## src/rtl/vend_seq.sv

```systemverilog
// Drink vending sequencer: coin credit accumulation, then dispense and change/refund
// handshakes towards the drink mechanism and the coin hopper.
module vend_seq #(
   parameter int unsigned PRICE       = 5,
   parameter int unsigned CREDIT_W    = 4,
   parameter int unsigned TIMEOUT_CYC = 1000
) (
   input  logic                clk,
   input  logic                rst_n,
   input  logic                half,
   input  logic                one,
   input  logic                cancel,
   input  logic                disp_ack,
   input  logic                chg_ack,
   output logic                drink,
   output logic                change,
   output logic [CREDIT_W-1:0] change_amt,
   output logic [CREDIT_W-1:0] credit,
   output logic                coin_rej,
   output logic                busy
);

   localparam int unsigned SUM_W   = CREDIT_W + 1;
   localparam int unsigned TIMER_W = $clog2(TIMEOUT_CYC);
   localparam logic [SUM_W-1:0]    CREDIT_MAX = {1'b0, {CREDIT_W{1'b1}}};
   localparam logic [CREDIT_W-1:0] PRICE_C    = CREDIT_W'(PRICE);
   localparam logic [TIMER_W-1:0]  TIMER_LAST = TIMER_W'(TIMEOUT_CYC - 1);

   typedef enum logic [1:0] {
      S_IDLE,
      S_COLLECT,
      S_DISPENSE,
      S_CHANGE
   } state_t;

   state_t              state_q, state_d;
   logic [CREDIT_W-1:0] credit_q, credit_d;
   logic [CREDIT_W-1:0] change_amt_q, change_amt_d;
   logic [TIMER_W-1:0]  timer_q, timer_d;
   logic                drink_q, drink_d;
   logic                change_q, change_d;
   logic                coin_rej_q, coin_rej_d;
   logic                busy_q, busy_d;

   logic                coin_any;
   logic [SUM_W-1:0]    coin_val;
   logic [SUM_W-1:0]    credit_sum;
   logic                coin_fits;

   // Next-state, credit and output decode
   always_comb begin
      state_d      = state_q;
      credit_d     = credit_q;
      change_amt_d = change_amt_q;
      timer_d      = '0;
      coin_rej_d   = 1'b0;
      coin_any     = half | one;
      coin_val     = SUM_W'({one, half});
      credit_sum   = SUM_W'(credit_q) + coin_val;
      coin_fits    = (credit_sum <= CREDIT_MAX);

      case (state_q)
         S_IDLE: begin
            if (coin_any) begin
               credit_d = credit_sum[CREDIT_W-1:0];
               state_d  = S_COLLECT;
            end
         end
         S_COLLECT: begin
            // Half+one together is all-or-nothing when it would overflow
            if (coin_any) begin
               if (coin_fits) credit_d = credit_sum[CREDIT_W-1:0];
               else           coin_rej_d = 1'b1;
            end
            if (coin_any)                 timer_d = '0;
            else if (timer_q == TIMER_LAST) timer_d = timer_q;
            else                          timer_d = timer_q + TIMER_W'(1);

            if (credit_q >= PRICE_C) begin
               state_d = S_DISPENSE;
            end else if (cancel || (!coin_any && (timer_q == TIMER_LAST))) begin
               state_d      = S_CHANGE;
               change_amt_d = credit_d;
            end
         end
         S_DISPENSE: begin
            coin_rej_d = coin_any;
            if (disp_ack) begin
               credit_d = credit_q - PRICE_C;
               if (credit_d != '0) begin
                  state_d      = S_CHANGE;
                  change_amt_d = credit_d;
               end else begin
                  state_d = S_IDLE;
               end
            end
         end
         S_CHANGE: begin
            coin_rej_d = coin_any;
            if (chg_ack) begin
               credit_d     = '0;
               change_amt_d = '0;
               state_d      = S_IDLE;
            end
         end
         default: begin
            state_d      = S_IDLE;
            credit_d     = '0;
            change_amt_d = '0;
         end
      endcase

      if (state_d != S_COLLECT) timer_d = '0;

      drink_d  = (state_d == S_DISPENSE);
      change_d = (state_d == S_CHANGE);
      busy_d   = drink_d | change_d;
   end

   always_ff @(posedge clk or negedge rst_n) begin
      if (!rst_n) begin
         state_q      <= S_IDLE;
         credit_q     <= '0;
         change_amt_q <= '0;
         timer_q      <= '0;
         drink_q      <= 1'b0;
         change_q     <= 1'b0;
         coin_rej_q   <= 1'b0;
         busy_q       <= 1'b0;
      end else begin
         state_q      <= state_d;
         credit_q     <= credit_d;
         change_amt_q <= change_amt_d;
         timer_q      <= timer_d;
         drink_q      <= drink_d;
         change_q     <= change_d;
         coin_rej_q   <= coin_rej_d;
         busy_q       <= busy_d;
      end
   end

   assign drink      = drink_q;
   assign change     = change_q;
   assign change_amt = change_amt_q;
   assign credit     = credit_q;
   assign coin_rej   = coin_rej_q;
   assign busy       = busy_q;

endmodule

```

## config.mk

```make
export PLATFORM = sky130hd
export DESIGN_NAME = vend_seq
export DESIGN_NICKNAME = d
export VERILOG_FILES = /design/src/rtl/vend_seq.sv
export SDC_FILE = /design/constraint.sdc
export NUM_CORES = 1
export LEC_CHECK = 0
export BUFFER_PORTS_ARGS = -buffer_cell sky130_fd_sc_hd__buf_2
export CORE_ASPECT_RATIO = 0.8
export CORE_MARGIN = 4
export CORE_UTILIZATION = 52
export CTS_CLUSTER_DIAMETER = 100
export CTS_CLUSTER_SIZE = 12
export DETAILED_ROUTE_END_ITERATION = 10
export GPL_TIMING_DRIVEN = 0
export HOLD_SLACK_MARGIN = 0.06
export PLACE_DENSITY = 0.87
export SYNTH_ARGS = -nofsm -noshare
export SYNTH_HDL_FRONTEND = slang
export SYNTH_SLANG_ARGS = --single-unit
```

## constraint.sdc

```tcl
create_clock -name clk -period 2.5 [get_ports clk]
set_clock_uncertainty 0.1 [all_clocks]
set_input_delay 0.125 -clock clk [delete_from_list [all_inputs] [get_ports clk]]
set_output_delay 0.125 -clock clk [all_outputs]
set_load 0.05 [all_outputs]
```

* Word-level counts from Yosys, hierarchy flattened
Cells that the tools add are included.
** Storage, ports and cells
- Register bits :: 24
- Input port bits :: 7
- Output and inout bits :: 12
- Logic and storage cells :: 63
** Operators by class
- $add $sub $neg :: 3
- Order comparisons :: 2
- Equal/unequal tests :: 14
- Mux-type cells :: 25
- Bitwise operators :: 2
- Reduce and logical (&&, ||, !) cells :: 9
** Operators by type and width (count)
- $mux W10 :: 4
- $mux W4 :: 9
- $pmux W4 S4 :: 1
- $mux W2 :: 6
- $ne A2 B2 Y1 const B :: 6
- $pmux W4 S3 :: 1
- $add A10 B1 Y10 const B :: 1
- $eq A10 B10 Y1 const B :: 1
- $eq A2 B2 Y1 const B :: 4
- $pmux W2 S4 :: 1
- $reduce_and A6 Y1 :: 1
- $add A4 B2 Y5 :: 1
- $le A5 B4 Y1 const B :: 1
- $ge A4 B3 Y1 const B :: 1
- $ne A4 B4 Y1 const B :: 1
- $reduce_bool A4 Y1 :: 1
- $sub A4 B3 Y4 const B :: 1
- $reduce_and A3 Y1 :: 1
- $reduce_bool A3 Y1 :: 1
- $eq A2 B1 Y1 const B :: 1
- $logic_not A2 Y1 :: 1
- $mux W1 :: 2
- $ne A2 B1 Y1 const B :: 1
- $or A1 B1 Y1 :: 2
- other kinds (5) :: 5

* Depth between registers and ports, before layout
Gate-level depths: netlist of the first run.
- Depth after elaboration :: 9
- Gate-level depth with buffers :: 6
- Gate-level depth less buffers :: 6

* Worst setup path after synthesis of the first run
Ideal clock, no wire load.
- Path type :: reg2reg
- From :: reg credit_q[1] (netlist: credit[1])
- To :: reg change_amt_q[1] (netlist: change_amt[1])
- Library setup time :: 0.125 ns
- Arrival :: 2.602 ns
- Required time :: 2.275 ns
- Slack :: -0.327 ns
- Stages on the path, launching flop included :: 7
- Path buffers :: 0
- Period minus slack after synthesis :: 2.827 ns
- Cells stage by stage :: dfrtp_1 inv_1 ha_1 or2b_1 a2111o_1 a2111oi_4 mux2_2
** On the way
- Word-level cells in the longest chain between the ends :: 7
- Elaborated cells on any way between the ends :: 15
- Those cells by class :: add/sub (2); order compare (2); eq/ne (2); mux (7); reduce/logical (2)
** Ends and longest elaborated chain
- from (decl) :: line 37 : logic [CREDIT_W-1:0] credit_q, credit_d;
- from (signal assigned) :: line 132 : credit_q <= credit_d;
- $add A4 B2 Y5 :: line 59 : credit_sum = SUM_W'(credit_q) + coin_val;
- $le A5 B4 Y1 :: line 60 : coin_fits = (credit_sum <= CREDIT_MAX);
- $mux W4 :: line 72 : if (coin_fits) credit_d = credit_sum[CREDIT_W-1:0];
- $mux W4 :: line 71 : if (coin_any) begin
- $mux W4 :: line 81 : end else if (cancel || (!coin_any && (timer_q == TIMER_LAST))) begin
- $mux W4 :: line 79 : if (credit_q >= PRICE_C) begin
- $pmux W4 S3 :: line 62 : case (state_q)
- to (signal assigned) :: line 133 : change_amt_q <= change_amt_d;
- to (decl) :: line 38 : logic [CREDIT_W-1:0] change_amt_q, change_amt_d;
Several ways; a longest one is shown, not always the timed one. The select of a mux whose other input is x is not followed.
A chain may end at the register's enable or synchronous reset.

* Worst setup path after layout of the first run
- From :: reg timer_q[0]
- To :: reg change_amt_q[1] (netlist: change_amt[1])
** On the way
- Word-level cells in the longest chain between the ends :: 5
** Ends and longest elaborated chain
- from (decl) :: line 39 : logic [TIMER_W-1:0] timer_q, timer_d;
- from (signal assigned) :: line 134 : timer_q <= timer_d;
- $eq A10 B10 Y1 :: line 81
- $logic_and A1 B1 Y1 :: line 81
- $logic_or A1 B1 Y1 :: line 81
- $ne A2 B2 Y1 (no source line)
- $reduce_and A6 Y1 (no source line)
No other way between the ends.

==> impl_results.html, run 1 <==
<table>
<tr><th>Metric</th><th>Value</th></tr>
<tr><th colspan="2">GRT</th></tr>
<tr><td>Antenna violations before repair</td><td>0</td></tr>
<tr><td>Largest net degree at the start of global routing</td><td>24</td></tr>
<tr><td>Number of global-route vias before repair</td><td>around 1400</td></tr>
<tr><td>Residual overflow from global routing</td><td>0</td></tr>
<tr><td>Overall global routing resource usage</td><td>0.221</td></tr>
<tr><td>First-pass GRT wire length</td><td>6560 µm</td></tr>
<tr><th colspan="2">Synth</th></tr>
<tr><td>Most area-consuming cells after synthesis</td><td>dfrtp_1 37%, nor2_1 5.1%, ha_1 4.1%</td></tr>
<tr><td>Post-synthesis area per instance</td><td>9.16 µm²</td></tr>
<tr><td>Top-area cell type share of the netlist area</td><td>0.374</td></tr>
<tr><td>Netlist area before placement</td><td>between 1500 and 2000 µm²</td></tr>
<tr><td>Ys Warns</td><td>0</td></tr>
<tr><td>Synth Net Count</td><td>181</td></tr>
<tr><td>Number of synthesized flops with an enable pin</td><td>0</td></tr>
<tr><td>Post-synthesis async set-or-reset flop share</td><td>1.00</td></tr>
<tr><td>Post-Syn Instances</td><td>between 150 and 200</td></tr>
<tr><td>Proportion of synthesized chip area in sequential cells</td><td>0.374</td></tr>
<tr><td>Number of storage elements in the synthesis netlist</td><td>23</td></tr>
<tr><td>Mux cell area share after synthesis</td><td>0.0488</td></tr>
<tr><td>Adder-cell area share of the yosys netlist</td><td>0.0537</td></tr>
<tr><td>Number of distinct library cell variants in the gate-level netlist after synthesis</td><td>53</td></tr>
<tr><td>Xor-xnor portion of the synthesized cell area</td><td>0.0455</td></tr>
<tr><td>Synth Area in Simple Gates</td><td>0.224</td></tr>
<tr><td>Combinational family with the most area after synthesis</td><td>simple AND/OR/NAND/NOR gates</td></tr>
<tr><td>Largest area contributor in the netlist</td><td>dfrtp_1</td></tr>
<tr><td>Cell types with the highest counts after synthesis</td><td>23 x dfrtp_1, 21 x nor2_1, 9 x nand2_1, 8 x a21oi_1, 8 x inv_1</td></tr>
<tr><td>Most common cell in the netlist</td><td>dfrtp_1</td></tr>
<tr><td>Top FF cell, synth</td><td>dfrtp_1</td></tr>
<tr><td>Share of the synthesized area in compound gates (AO/OA/AOI/OAI)</td><td>0.217</td></tr>
<tr><th colspan="2">Power</th></tr>
<tr><td>Leakage power figure</td><td>a little under 0.8 nW</td></tr>
<tr><td>IR Drop Worst-Case VDD</td><td>0.640 mV</td></tr>
<tr><td>PD cells</td><td>1320 nW/µm²</td></tr>
<tr><th colspan="2">Setup path</th></tr>
<tr><td>Reg-to-Reg Start</td><td>timer_q[0]</td></tr>
<tr><td>CP max FO</td><td>4</td></tr>
<tr><td>Path depth of the worst reg2reg path</td><td>6</td></tr>
<tr><td>Register-to-register setup slack</td><td>0.06 ns</td></tr>
<tr><td>Crit path from</td><td>timer_q[0]</td></tr>
<tr><td>Worst Setup Start Kind</td><td>flop</td></tr>
<tr><td>Worst setup EP type</td><td>flop</td></tr>
<tr><td>Termination of the worst setup path</td><td>change_amt[1]</td></tr>
<tr><td>Arrival time of the worst setup path</td><td>2.50 ns</td></tr>
<tr><td>Crit Path Class</td><td>flop to flop</td></tr>
<tr><td>Reg-to-reg critical path endpoint</td><td>change_amt[1]</td></tr>
<tr><td>Critical path data required time</td><td>between 2 and 3 ns</td></tr>
<tr><th colspan="2">STA</th></tr>
<tr><td>Post-route worst setup slack</td><td>0.0580 ns</td></tr>
<tr><td>Max transition margin</td><td>0.600</td></tr>
<tr><td>Maximum operating frequency</td><td>0.410 GHz</td></tr>
<tr><td>Time the final worst path needs with I/O delays and setup</td><td>2.44 ns</td></tr>
<tr><td>Transition time at the pin with the least slew margin</td><td>~0.6 ns</td></tr>
<tr><td>Final Hold Viols</td><td>0</td></tr>
<tr><td>Slew Viols, Final</td><td>0</td></tr>
<tr><td>Final setup violating endpoints</td><td>0</td></tr>
<tr><td>Final clock period utilization by the worst path</td><td>0.977</td></tr>
<tr><td>Worst hold margin</td><td>0.152 ns</td></tr>
<tr><th colspan="2">Die</th></tr>
<tr><td>Initial Utilization</td><td>0.552</td></tr>
<tr><td>X dimension of the die</td><td>68.8 µm</td></tr>
<tr><td>Die boundary height</td><td>56.7 µm</td></tr>
<tr><td>Core region area</td><td>2790 µm²</td></tr>
<tr><td>Top Ports</td><td>19</td></tr>
<tr><td>Row cnt</td><td>17</td></tr>
<tr><td>Die ar.</td><td>3900 µm²</td></tr>
<tr><th colspan="2">Placement</th></tr>
<tr><td>Post-placement cell area</td><td>1680 µm²</td></tr>
<tr><td>Placer congestion estimate</td><td>0.926</td></tr>
<tr><td>Number of instances in the placed design</td><td>224</td></tr>
<tr><td>Worst setup slack before clock tree synthesis</td><td>-0.103 ns</td></tr>
<tr><td>Number of buffers added on ports</td><td>18</td></tr>
<tr><td>Placed wire-length estimate after detailed placement</td><td>2780 µm</td></tr>
<tr><th colspan="2">Layout</th></tr>
<tr><td>Non-filler instance count after layout</td><td>237</td></tr>
<tr><td>Area delta synth-&gt;final</td><td>18.8%</td></tr>
<tr><td>Area of all placed cells without fillers</td><td>about 1800 µm²</td></tr>
<tr><td>Inserted Diodes</td><td>0</td></tr>
<tr><td>Number of nets in the final layout</td><td>213</td></tr>
<tr><td>Fraction of the core area covered by cells at the end of the flow</td><td>0.656</td></tr>
<tr><td>Share of final-layout standard cells stronger than drive strength 1</td><td>0.221</td></tr>
<tr><th colspan="2">CTS</th></tr>
<tr><td>CTS Root Buffer Type</td><td>clkbuf_8</td></tr>
<tr><td>TritonCTS Sinks</td><td>23</td></tr>
<tr><td>Deepest level of the CTS H-tree</td><td>1</td></tr>
<tr><td>CTS tree</td><td>yes</td></tr>
<tr><td>Clk_lat worst skew</td><td>0.27 ns</td></tr>
<tr><td>Number of clock buffers inserted by TritonCTS</td><td>3</td></tr>
<tr><td>Deepest clock path buffer count</td><td>2</td></tr>
<tr><td>Clock-pin slew on the worst setup and hold paths</td><td>~0.09 ns</td></tr>
<tr><th colspan="2">Hold path</th></tr>
<tr><td>Min-Delay Path Class</td><td>input port to flop</td></tr>
<tr><td>Worst Min Path Start</td><td>half</td></tr>
<tr><td>Number of cells traversed by the worst hold path</td><td>3</td></tr>
<tr><th colspan="2">Drt</th></tr>
<tr><td>Remaining antenna violation count</td><td>0</td></tr>
<tr><td>Initial DRT Pass Iterations</td><td>4</td></tr>
<tr><td>Detailed-route vias per instance</td><td>6.29</td></tr>
<tr><td>DRC violations left</td><td>0</td></tr>
<tr><td>First DRT Iteration DRCs</td><td>approximately 160</td></tr>
<tr><td>Routed len/inst</td><td>17.0 µm</td></tr>
<tr><td>Vias post-DR</td><td>1490</td></tr>
<tr><td>Total detailed-routing wirelength</td><td>roughly 4000 µm</td></tr>
<tr><th colspan="2">Status</th></tr>
<tr><td>Outcome</td><td>finished clean</td></tr>
<tr><th colspan="2">Job</th></tr>
<tr><td>Max-capacitance violation count</td><td>0</td></tr>
</table>
cells in the final DEF (no fill, tap or decap), drive strengths merged, types with 5 or more instances in the layout:
| master | instances |
|---|---|
| a21oi | 8 |
| buf | 28 |
| clkbuf | 8 |
| dfrtp | 23 |
| ha | 5 |
| inv | 8 |
| nand2 | 9 |
| nand3 | 7 |
| nor2 | 21 |
| o21ai | 7 |
| xnor2 | 7 |
sequential cells by signal (all words and copies together) (netlist names):
name,count
change_amt,4
change,1
credit,4
timer_q,10
state_q,1
coin_rej,1
busy,1
drink,1
report_power, final:
part	total [mW]	internal, mW	switching, mW
Sequential	0.557	0.479	0.0771
Clock	0.238	0.112	0.126
Combinational	1.61	0.577	1.04
Total	2.41	1.17	1.24
per-layer routing:
| metal | up-vias | wire length (µm) | global-route usage |
|---|---|---|---|
| met5 | - | 0 | 0 |
| met4 | 0 | 83 | 0.0778 |
| met3 | 13 | 343 | 0.0580 |
| met2 | 86 | 1890 | 0.325 |
| met1 | 706 | 1700 | 0.311 |
| li1 | 685 | - | - |
cell families (layout without fill, tap and decap cells):
logic type / after synthesis / in the layout
buffers and inverters: 15 / 46
DFF: 23 / 23
adders and majority gates: 6 / 6
and+or+nand+nor: 66 / 66
muxes: 7 / 7
AOI/OAI and AO/OA: 43 / 43
xor gates and xnor gates: 8 / 8
area by class of cell:
cell class / instances / area, µm²
fillers: 215 / 958
multi-input cells: 130 / 936
flip-flops and latches: 23 / 578
repair buffers: 27 / 160
well taps: 38 / 47.5
clock buffers: 3 / 41.3
inverters: 8 / 32.5
plain buffers: 7 / 27.5
clock inverters: 1 / 5.00
repair_timing:
item	CTS	global route
pin swaps	3	4
hold buffers	1	0
hold endpoints to repair	23	0
setup buffers	4	4
setup endpoints to repair	4	5
gates resized for setup	2	4
worst max-delay path, stage by stage, from the launching register on:
cell	delay, ns
dfrtp_1	0.44
ha_4	0.18
or4b_1	0.46
o31a_1	0.30
a2111oi_4	0.31
buf_4	0.20
mux2_2	0.33
worst min-delay path by stage:
stage,endpoint,slack (ns)
after global placement,change_amt[0],0.02
after detailed placement,change_amt[0],0.03
after CTS,state_q[0],0.14
after floorplan,busy,-0.27
after global routing,state_q[0],0.19
final,state_q[0],0.15
stage by stage:
stage / setup TNS (ns) / total power, mW
floorplan: 0 / 1.69
global placement: -0.275 / 1.97
detailed placement: -0.393 / 2.03
CTS: -0.00781 / 2.35
global route: -0.0204 / 2.58
finish: 0 / 2.41
Note: power is estimated with default switching activity, not from simulation.
==> run 2: changes to the inputs <==
==> constraint.sdc (replaced) <==
create_clock -name clk -period 2.05 [get_ports clk]
set_clock_uncertainty 0.1 [all_clocks]
set_input_delay 0.1025 -clock clk [delete_from_list [all_inputs] [get_ports clk]]
set_output_delay 0.1025 -clock clk [all_outputs]
set_load 0.05 [all_outputs]
==> run 2 against run 1 <==
The flow now finishes with violations (negative setup slack). Worst hold slack better by 0.016 ns. Core utilization is 8.4 points higher. Sequential cell count stayed put. Die area stayed put. First-iteration DRC count is 31% lower. Via count is 2.2% higher. Combinational power is 42% higher. Non-clock buffer count is 10 higher. Sequential share of layout area is 3.4 points lower. Critical path type unchanged. Largest cell class unchanged.
==> impl_results.html, run 2 (synthesis gave the netlist of run 1 again) <==
<table>
<tr><th>Metric</th><th>Value</th></tr>
<tr><th colspan="2">Hold path</th></tr>
<tr><td>Number of cells traversed by the worst hold path</td><td>3</td></tr>
<tr><td>Worst min-delay path endpoint</td><td>state_q[0]</td></tr>
<tr><td>Min-Delay Path Class</td><td>input port to flop</td></tr>
<tr><td>Worst Min Path Start</td><td>half</td></tr>
<tr><th colspan="2">Die</th></tr>
<tr><td>Die boundary height</td><td>56.7 µm</td></tr>
<tr><td>X dimension of the die</td><td>68.8 µm</td></tr>
<tr><td>Row cnt</td><td>17</td></tr>
<tr><td>Core region area</td><td>2790 µm²</td></tr>
<tr><td>Die ar.</td><td>between 3000 and 4000 µm²</td></tr>
<tr><td>Initial Utilization</td><td>0.552</td></tr>
<tr><td>Top Ports</td><td>19</td></tr>
<tr><th colspan="2">GRT</th></tr>
<tr><td>Residual overflow from global routing</td><td>0</td></tr>
<tr><td>Antenna violations before repair</td><td>0</td></tr>
<tr><td>Number of global-route vias before repair</td><td>1483</td></tr>
<tr><td>First-pass GRT wire length</td><td>7130 µm</td></tr>
<tr><td>Overall global routing resource usage</td><td>0.240</td></tr>
<tr><td>Largest net degree at the start of global routing</td><td>24</td></tr>
<tr><th colspan="2">Job</th></tr>
<tr><td>Max-capacitance violation count</td><td>0</td></tr>
<tr><th colspan="2">CTS</th></tr>
<tr><td>Deepest level of the CTS H-tree</td><td>1</td></tr>
<tr><td>Deepest clock path buffer count</td><td>2</td></tr>
<tr><td>TritonCTS Sinks</td><td>23</td></tr>
<tr><td>Clock-pin slew on the worst setup and hold paths</td><td>0.09 ns</td></tr>
<tr><td>Clk_lat worst skew</td><td>0.27 ns</td></tr>
<tr><td>CTS Root Buffer Type</td><td>clkbuf_8</td></tr>
<tr><td>CTS tree</td><td>yes</td></tr>
<tr><td>Number of clock buffers inserted by TritonCTS</td><td>3</td></tr>
<tr><th colspan="2">Layout</th></tr>
<tr><td>Biggest register</td><td>timer_q</td></tr>
<tr><td>Most frequent standard cell in the layout excluding fill and tap cells</td><td>dfrtp_1</td></tr>
<tr><td>Non-filler instance count after layout</td><td>247</td></tr>
<tr><td>Area delta synth-&gt;final</td><td>33.9%</td></tr>
<tr><td>Share of final-layout standard cells stronger than drive strength 1</td><td>0.364</td></tr>
<tr><td>Fraction of the core area covered by cells at the end of the flow</td><td>0.740</td></tr>
<tr><td>Number of nets in the final layout</td><td>223</td></tr>
<tr><td>Inserted Diodes</td><td>0</td></tr>
<tr><td>Most used cells in the layout excluding fill and tap cells</td><td>21 x dfrtp_1, 19 x buf_2, 17 x nor2_1</td></tr>
<tr><td>Flip-flop count of the largest register, all copies and words added</td><td>10</td></tr>
<tr><th colspan="2">STA</th></tr>
<tr><td>Final clock period utilization by the worst path</td><td>1.17</td></tr>
<tr><td>Setup TNS</td><td>-2.34 ns</td></tr>
<tr><td>Max transition margin</td><td>0.402</td></tr>
<tr><td>Final setup violating endpoints</td><td>19</td></tr>
<tr><td>RSZ-0062 raised after global routing</td><td>yes</td></tr>
<tr><td>Slew Viols, Final</td><td>0</td></tr>
<tr><td>Maximum operating frequency</td><td>0.418 GHz</td></tr>
<tr><td>Final Hold Viols</td><td>0</td></tr>
<tr><td>Time the final worst path needs with I/O delays and setup</td><td>approximately 2.4 ns</td></tr>
<tr><td>Post-route worst setup slack</td><td>-0.344 ns</td></tr>
<tr><td>Worst hold margin</td><td>0.169 ns</td></tr>
<tr><td>Transition time at the pin with the least slew margin</td><td>about 0.9 ns</td></tr>
<tr><th colspan="2">Drt</th></tr>
<tr><td>Routed len/inst</td><td>about 18 µm</td></tr>
<tr><td>Initial DRT Pass Iterations</td><td>4</td></tr>
<tr><td>Vias post-DR</td><td>1523</td></tr>
<tr><td>Total detailed-routing wirelength</td><td>roughly 4400 µm</td></tr>
<tr><td>Remaining antenna violation count</td><td>0</td></tr>
<tr><td>DRC violations left</td><td>0</td></tr>
<tr><td>First DRT Iteration DRCs</td><td>111</td></tr>
<tr><td>Detailed-route vias per instance</td><td>approximately 6</td></tr>
<tr><th colspan="2">Power</th></tr>
<tr><td>Internal power contribution</td><td>1.62 mW</td></tr>
<tr><td>Switching portion of total power</td><td>0.505</td></tr>
<tr><td>Leakage power figure</td><td>0.869 nW</td></tr>
<tr><td>Total net switching power</td><td>1.65 mW</td></tr>
<tr><td>Part of the total power dissipated in sequential elements</td><td>0.213</td></tr>
<tr><td>IR Drop Worst-Case VDD</td><td>0.977 mV</td></tr>
<tr><td>Clock network fraction of design power</td><td>0.088</td></tr>
<tr><td>Combinational share of power</td><td>0.698</td></tr>
<tr><td>PD cells</td><td>1590 nW/µm²</td></tr>
<tr><th colspan="2">Setup path</th></tr>
<tr><td>Worst setup EP type</td><td>flop</td></tr>
<tr><td>Critical path data required time</td><td>2.10 ns</td></tr>
<tr><td>Arrival time of the worst setup path</td><td>2.45 ns</td></tr>
<tr><td>Register-to-register setup slack</td><td>-0.34 ns</td></tr>
<tr><td>Reg-to-reg critical path endpoint</td><td>change_amt[0]</td></tr>
<tr><td>Crit Path Class</td><td>flop to flop</td></tr>
<tr><td>Reg-to-Reg Start</td><td>credit[0]</td></tr>
<tr><td>Worst Setup Start Kind</td><td>flop</td></tr>
<tr><td>CP max FO</td><td>6</td></tr>
<tr><td>Path depth of the worst reg2reg path</td><td>7</td></tr>
<tr><th colspan="2">Status</th></tr>
<tr><td>Violations in the final reports</td><td>negative setup slack</td></tr>
<tr><td>Outcome</td><td>finished with violations</td></tr>
<tr><th colspan="2">Placement</th></tr>
<tr><td>Placed wire-length estimate after detailed placement</td><td>roughly 2700 µm</td></tr>
<tr><td>Number of buffers added on ports</td><td>18</td></tr>
<tr><td>Number of instances in the placed design</td><td>approximately 220</td></tr>
<tr><td>Worst setup slack before clock tree synthesis</td><td>-0.546 ns</td></tr>
<tr><td>Placer congestion estimate</td><td>approximately 0.92</td></tr>
</table>
-- run 2: cell count changes in the layout (fill, tap and decap cells not counted), moves of 3 or more --
cell    before  now
buf_4        8   15
buf_6        0    3
nor2_1      20   17
mux2_4       0    4
-- run 2: critical path: stages (launching register included) --
cell	delay, ns
dfrtp_4	0.53
inv_4	0.08
ha_4	0.12
or2b_1	0.24
a2111o_1	0.41
a2111oi_4	0.31
buf_6	0.18
mux2_4	0.30
-- run 2: per-layer routing --
metal  wire length, µm  global-route usage  vias up  share of wire
met4                36              0.0583        0         0.0081
met1              1850               0.351      722           0.42
met2              2090               0.344       93           0.47
met3               460              0.0720        6           0.10
li1                  -                   -      702              -
met5                 0                   0        -              0
-- run 2: area by class of cell --
type	count	area, µm²
multi-input cells	130	1080
fillers	200	726
repair buffers	37	246
flip-flops and latches	23	581
well taps	38	47.5
clock buffers	4	45.0
inverters	8	35.0
plain buffers	7	30.0
-- run 2: power groups by stage --
stage / registers [mW] / logic (mW) / clock network (mW)
floorplan: 1.08 / 1.06 / 0
global placement: 0.718 / 1.80 / 0
detailed placement: 0.727 / 1.83 / 0
CTS: 0.694 / 2.08 / 0.289
global route: 0.715 / 2.44 / 0.313
finish: 0.697 / 2.29 / 0.289
-- run 2: worst max-delay path by stage --
| stage | depth (start not counted) | slack (ns) | end | startpoint |
|---|---|---|---|---|
| final | 7 | -0.34 | change_amt[0] | credit[0] |
| after global routing | 7 | -0.42 | change_amt[2] | credit[0] |
| after CTS | 7 | -0.44 | change_amt[2] | credit[0] |
| after detailed placement | 6 | -0.55 | change_amt[0] | credit[0] |
| after global placement | 6 | -0.51 | change_amt[0] | credit[0] |
| after floorplan | 6 | -0.42 | change_amt[0] | credit[0] |
-- run 2: what timing repair did --
action / 4_1_cts / 5_1_grt
gates cloned: 0 / 1
pin swaps: 10 / 12
gates resized for setup: 17 / 18
hold buffers: 1 / 0
hold endpoints to repair: 23 / 0
setup endpoints to repair: 20 / 21
buffers inserted: 15 / 3
-- run 2: through the flow --
stage | total power [mW] | cell area, µm²
after floorplan | 2.14 | 1600
after global placement | 2.52 | 1740
after detailed placement | 2.56 | 1740
after CTS | 3.07 | 1960
after global routing | 3.47 | 2060
final | 3.27 | 2060
==> run 3: changes to the inputs <==
--- a/config.mk
+++ b/config.mk
@@ -6,7 +6,7 @@
 export NUM_CORES = 1
 export LEC_CHECK = 0
 export BUFFER_PORTS_ARGS = -buffer_cell sky130_fd_sc_hd__buf_2
-export CORE_ASPECT_RATIO = 0.8
+export CORE_ASPECT_RATIO = 1.5
 export CORE_MARGIN = 4
 export CORE_UTILIZATION = 52
 export CTS_CLUSTER_DIAMETER = 100
==> run 3 against run 2 <==
The run still ends with negative setup slack left. Via count rose by 3.3%. Count of clock-buffer cells in the layout stayed put. First-iteration DRC count increased by 2.7%. Non-clock buffer count down 2. Sequential share of layout area about the same. Highest routed layer unchanged.
==> impl_results.html, run 3 (synthesis gave the netlist of run 1 again) <==
<table>
<tr><th>Metric</th><th>Value</th></tr>
<tr><th colspan="2">Setup path</th></tr>
<tr><td>Crit Path Class</td><td>flop to flop</td></tr>
<tr><td>Worst setup EP type</td><td>flop</td></tr>
<tr><td>CP max FO</td><td>4</td></tr>
<tr><td>Arrival time of the worst setup path</td><td>between 2 and 2.5 ns</td></tr>
<tr><td>Critical path data required time</td><td>2.10 ns</td></tr>
<tr><td>Reg-to-Reg Start</td><td>credit[0]</td></tr>
<tr><td>Crit path from</td><td>credit[0]</td></tr>
<tr><td>Worst Setup Start Kind</td><td>flop</td></tr>
<tr><th colspan="2">Layout</th></tr>
<tr><td>Share of final-layout standard cells stronger than drive strength 1</td><td>0.372</td></tr>
<tr><td>Number of nets in the final layout</td><td>~220</td></tr>
<tr><td>Inserted Diodes</td><td>0</td></tr>
<tr><td>Fraction of the core area covered by cells at the end of the flow</td><td>0.745</td></tr>
<tr><td>Area delta synth-&gt;final</td><td>33.7%</td></tr>
<tr><td>Most frequent standard cell in the layout excluding fill and tap cells</td><td>dfrtp_1</td></tr>
<tr><td>Most used cells in the layout excluding fill and tap cells</td><td>21 x dfrtp_1, 19 x buf_2, 13 x nor2_1</td></tr>
<tr><td>Flip-flop count of the largest register, all copies and words added</td><td>10</td></tr>
<tr><td>Biggest register</td><td>timer_q</td></tr>
<tr><th colspan="2">STA</th></tr>
<tr><td>RSZ-0062 raised after global routing</td><td>yes</td></tr>
<tr><td>Maximum operating frequency</td><td>0.413 GHz</td></tr>
<tr><td>Time the final worst path needs with I/O delays and setup</td><td>2.42 ns</td></tr>
<tr><td>Final setup violating endpoints</td><td>18</td></tr>
<tr><td>Max transition margin</td><td>0.431</td></tr>
<tr><td>Post-route worst setup slack</td><td>-0.374 ns</td></tr>
<tr><td>Final Hold Viols</td><td>0</td></tr>
<tr><td>Slew Viols, Final</td><td>0</td></tr>
<tr><td>Setup TNS</td><td>-2.30 ns</td></tr>
<tr><td>Final clock period utilization by the worst path</td><td>1.18</td></tr>
<tr><td>Transition time at the pin with the least slew margin</td><td>0.851 ns</td></tr>
<tr><th colspan="2">Drt</th></tr>
<tr><td>Total detailed-routing wirelength</td><td>roughly 4600 µm</td></tr>
<tr><td>First DRT Iteration DRCs</td><td>114</td></tr>
<tr><td>Remaining antenna violation count</td><td>0</td></tr>
<tr><td>Detailed-route vias per instance</td><td>6.45</td></tr>
<tr><td>Initial DRT Pass Iterations</td><td>5</td></tr>
<tr><td>Routed len/inst</td><td>about 19 µm</td></tr>
<tr><td>Vias post-DR</td><td>1574</td></tr>
<tr><td>DRC violations left</td><td>0</td></tr>
<tr><th colspan="2">CTS</th></tr>
<tr><td>Clock-pin slew on the worst setup and hold paths</td><td>0.08 ns</td></tr>
<tr><td>Deepest clock path buffer count</td><td>2</td></tr>
<tr><td>Number of clock buffers inserted by TritonCTS</td><td>3</td></tr>
<tr><td>CTS Root Buffer Type</td><td>clkbuf_8</td></tr>
<tr><td>TritonCTS Sinks</td><td>23</td></tr>
<tr><td>Clk_lat worst skew</td><td>between 0.2 and 0.3 ns</td></tr>
<tr><td>CTS tree</td><td>yes</td></tr>
<tr><td>Deepest level of the CTS H-tree</td><td>1</td></tr>
<tr><th colspan="2">Status</th></tr>
<tr><td>Outcome</td><td>finished with violations</td></tr>
<tr><td>Violations in the final reports</td><td>negative setup slack</td></tr>
<tr><th colspan="2">Power</th></tr>
<tr><td>Overall power of the completed layout</td><td>3.27 mW</td></tr>
<tr><td>IR Drop Worst-Case VDD</td><td>approximately 1.1 mV</td></tr>
<tr><td>Internal power contribution</td><td>around 1.6 mW</td></tr>
<tr><td>Switching portion of total power</td><td>0.505</td></tr>
<tr><td>PD cells</td><td>1590 nW/µm²</td></tr>
<tr><td>Combinational share of power</td><td>0.703</td></tr>
<tr><td>Leakage power figure</td><td>0.862 nW</td></tr>
<tr><td>Part of the total power dissipated in sequential elements</td><td>0.210</td></tr>
<tr><td>Total net switching power</td><td>1.65 mW</td></tr>
<tr><td>Clock network fraction of design power</td><td>0.087</td></tr>
<tr><th colspan="2">Die</th></tr>
<tr><td>Row cnt</td><td>23</td></tr>
<tr><td>Die boundary height</td><td>74.6 µm</td></tr>
<tr><td>Core region area</td><td>~2800 µm²</td></tr>
<tr><td>Top Ports</td><td>19</td></tr>
<tr><td>Initial Utilization</td><td>0.557</td></tr>
<tr><td>Die ar.</td><td>3910 µm²</td></tr>
<tr><td>X dimension of the die</td><td>52.4 µm</td></tr>
<tr><th colspan="2">Hold path</th></tr>
<tr><td>Worst Min Path Start</td><td>half</td></tr>
<tr><td>Min-Delay Path Class</td><td>input port to flop</td></tr>
<tr><th colspan="2">Placement</th></tr>
<tr><td>Number of buffers added on ports</td><td>18</td></tr>
<tr><td>Placed wire-length estimate after detailed placement</td><td>2920 µm</td></tr>
<tr><td>Placer congestion estimate</td><td>a little under 1</td></tr>
<tr><th colspan="2">GRT</th></tr>
<tr><td>First-pass GRT wire length</td><td>7250 µm</td></tr>
<tr><td>Overall global routing resource usage</td><td>0.249</td></tr>
<tr><td>Number of global-route vias before repair</td><td>1582</td></tr>
<tr><td>Largest net degree at the start of global routing</td><td>24</td></tr>
<tr><td>Residual overflow from global routing</td><td>0</td></tr>
<tr><td>Antenna violations before repair</td><td>0</td></tr>
<tr><th colspan="2">Job</th></tr>
<tr><td>Max-capacitance violation count</td><td>0</td></tr>
</table>
## run 3: changes by cell type in the layout (fill, tap and decap cells not counted), sizes merged
cell,change
buf,-2
## run 3: metrics by stage
step / instance area [µm²] / hold WS [ns] / std cells / worst slack, ns
after floorplan: 1600 / -0.293 / 168 / -0.416
after global placement: 1740 / -0.00252 / 223 / -0.559
after detailed placement: 1740 / 0.00867 / 223 / -0.574
after CTS: 1950 / 0.104 / 242 / -0.419
after global routing: 2060 / 0.148 / 244 / -0.418
final: 2060 / 0.143 / 244 / -0.374
## run 3: what timing repair did
action | CTS | global route
cloned | 0 | 1
hold buffers | 1 | 0
endpoints found under the hold margin | 23 | 0
buffers inserted | 14 | 2
resized for setup | 18 | 23
setup endpoints to repair | 20 | 21
pin swaps | 13 | 14
## run 3: power by group through the flow
stage | clock, mW | combinational [mW] | sequential [mW]
2_1_floorplan | 0 | 1.06 | 1.08
3_5_place_dp | 0 | 1.84 | 0.727
3_3_place_gp | 0 | 1.79 | 0.722
4_1_cts | 0.291 | 2.12 | 0.681
5_1_grt | 0.309 | 2.44 | 0.702
6_report | 0.285 | 2.30 | 0.686
## run 3: layout make-up
class | instances | area (µm²)
Buffer | 7 | 30.0
Clock buffer | 4 | 45.0
Fill cell | 202 | 704
Inverter | 8 | 35.0
Multi-Input combinational cell | 130 | 1080
Sequential cell | 23 | 581
Tap cell | 37 | 46.3
Timing Repair Buffer | 35 | 243
## run 3: critical path, cell delays in order (launching register included)
cell	delay (ns)
dfrtp_4	0.52
inv_4	0.07
ha_4	0.13
or2b_1	0.27
a2111o_1	0.41
a2111oi_4	0.32
buf_6	0.19
mux2_4	0.30
## run 3: path summary, 6_finish.rpt
path,to,slack [ns],depth (start not counted)
worst max-delay path,change_amt[2],-0.37,7
worst min-delay path,state_q[0],0.14,3
min in group asynchronous,change_amt[3],0.24,2
worst min register to register,change_amt[0],0.41,1
worst max register to register,change_amt[2],-0.37,7
max in group asynchronous,credit[0],1.19,2
## run 3: layer usage
layer,vias to the layer above,GRT usage,wire (µm)
li1,698,-,-
met1,782,0.282,1670
met4,0,0.116,106
met5,-,0,0
met2,80,0.454,2610
met3,14,0.0297,252
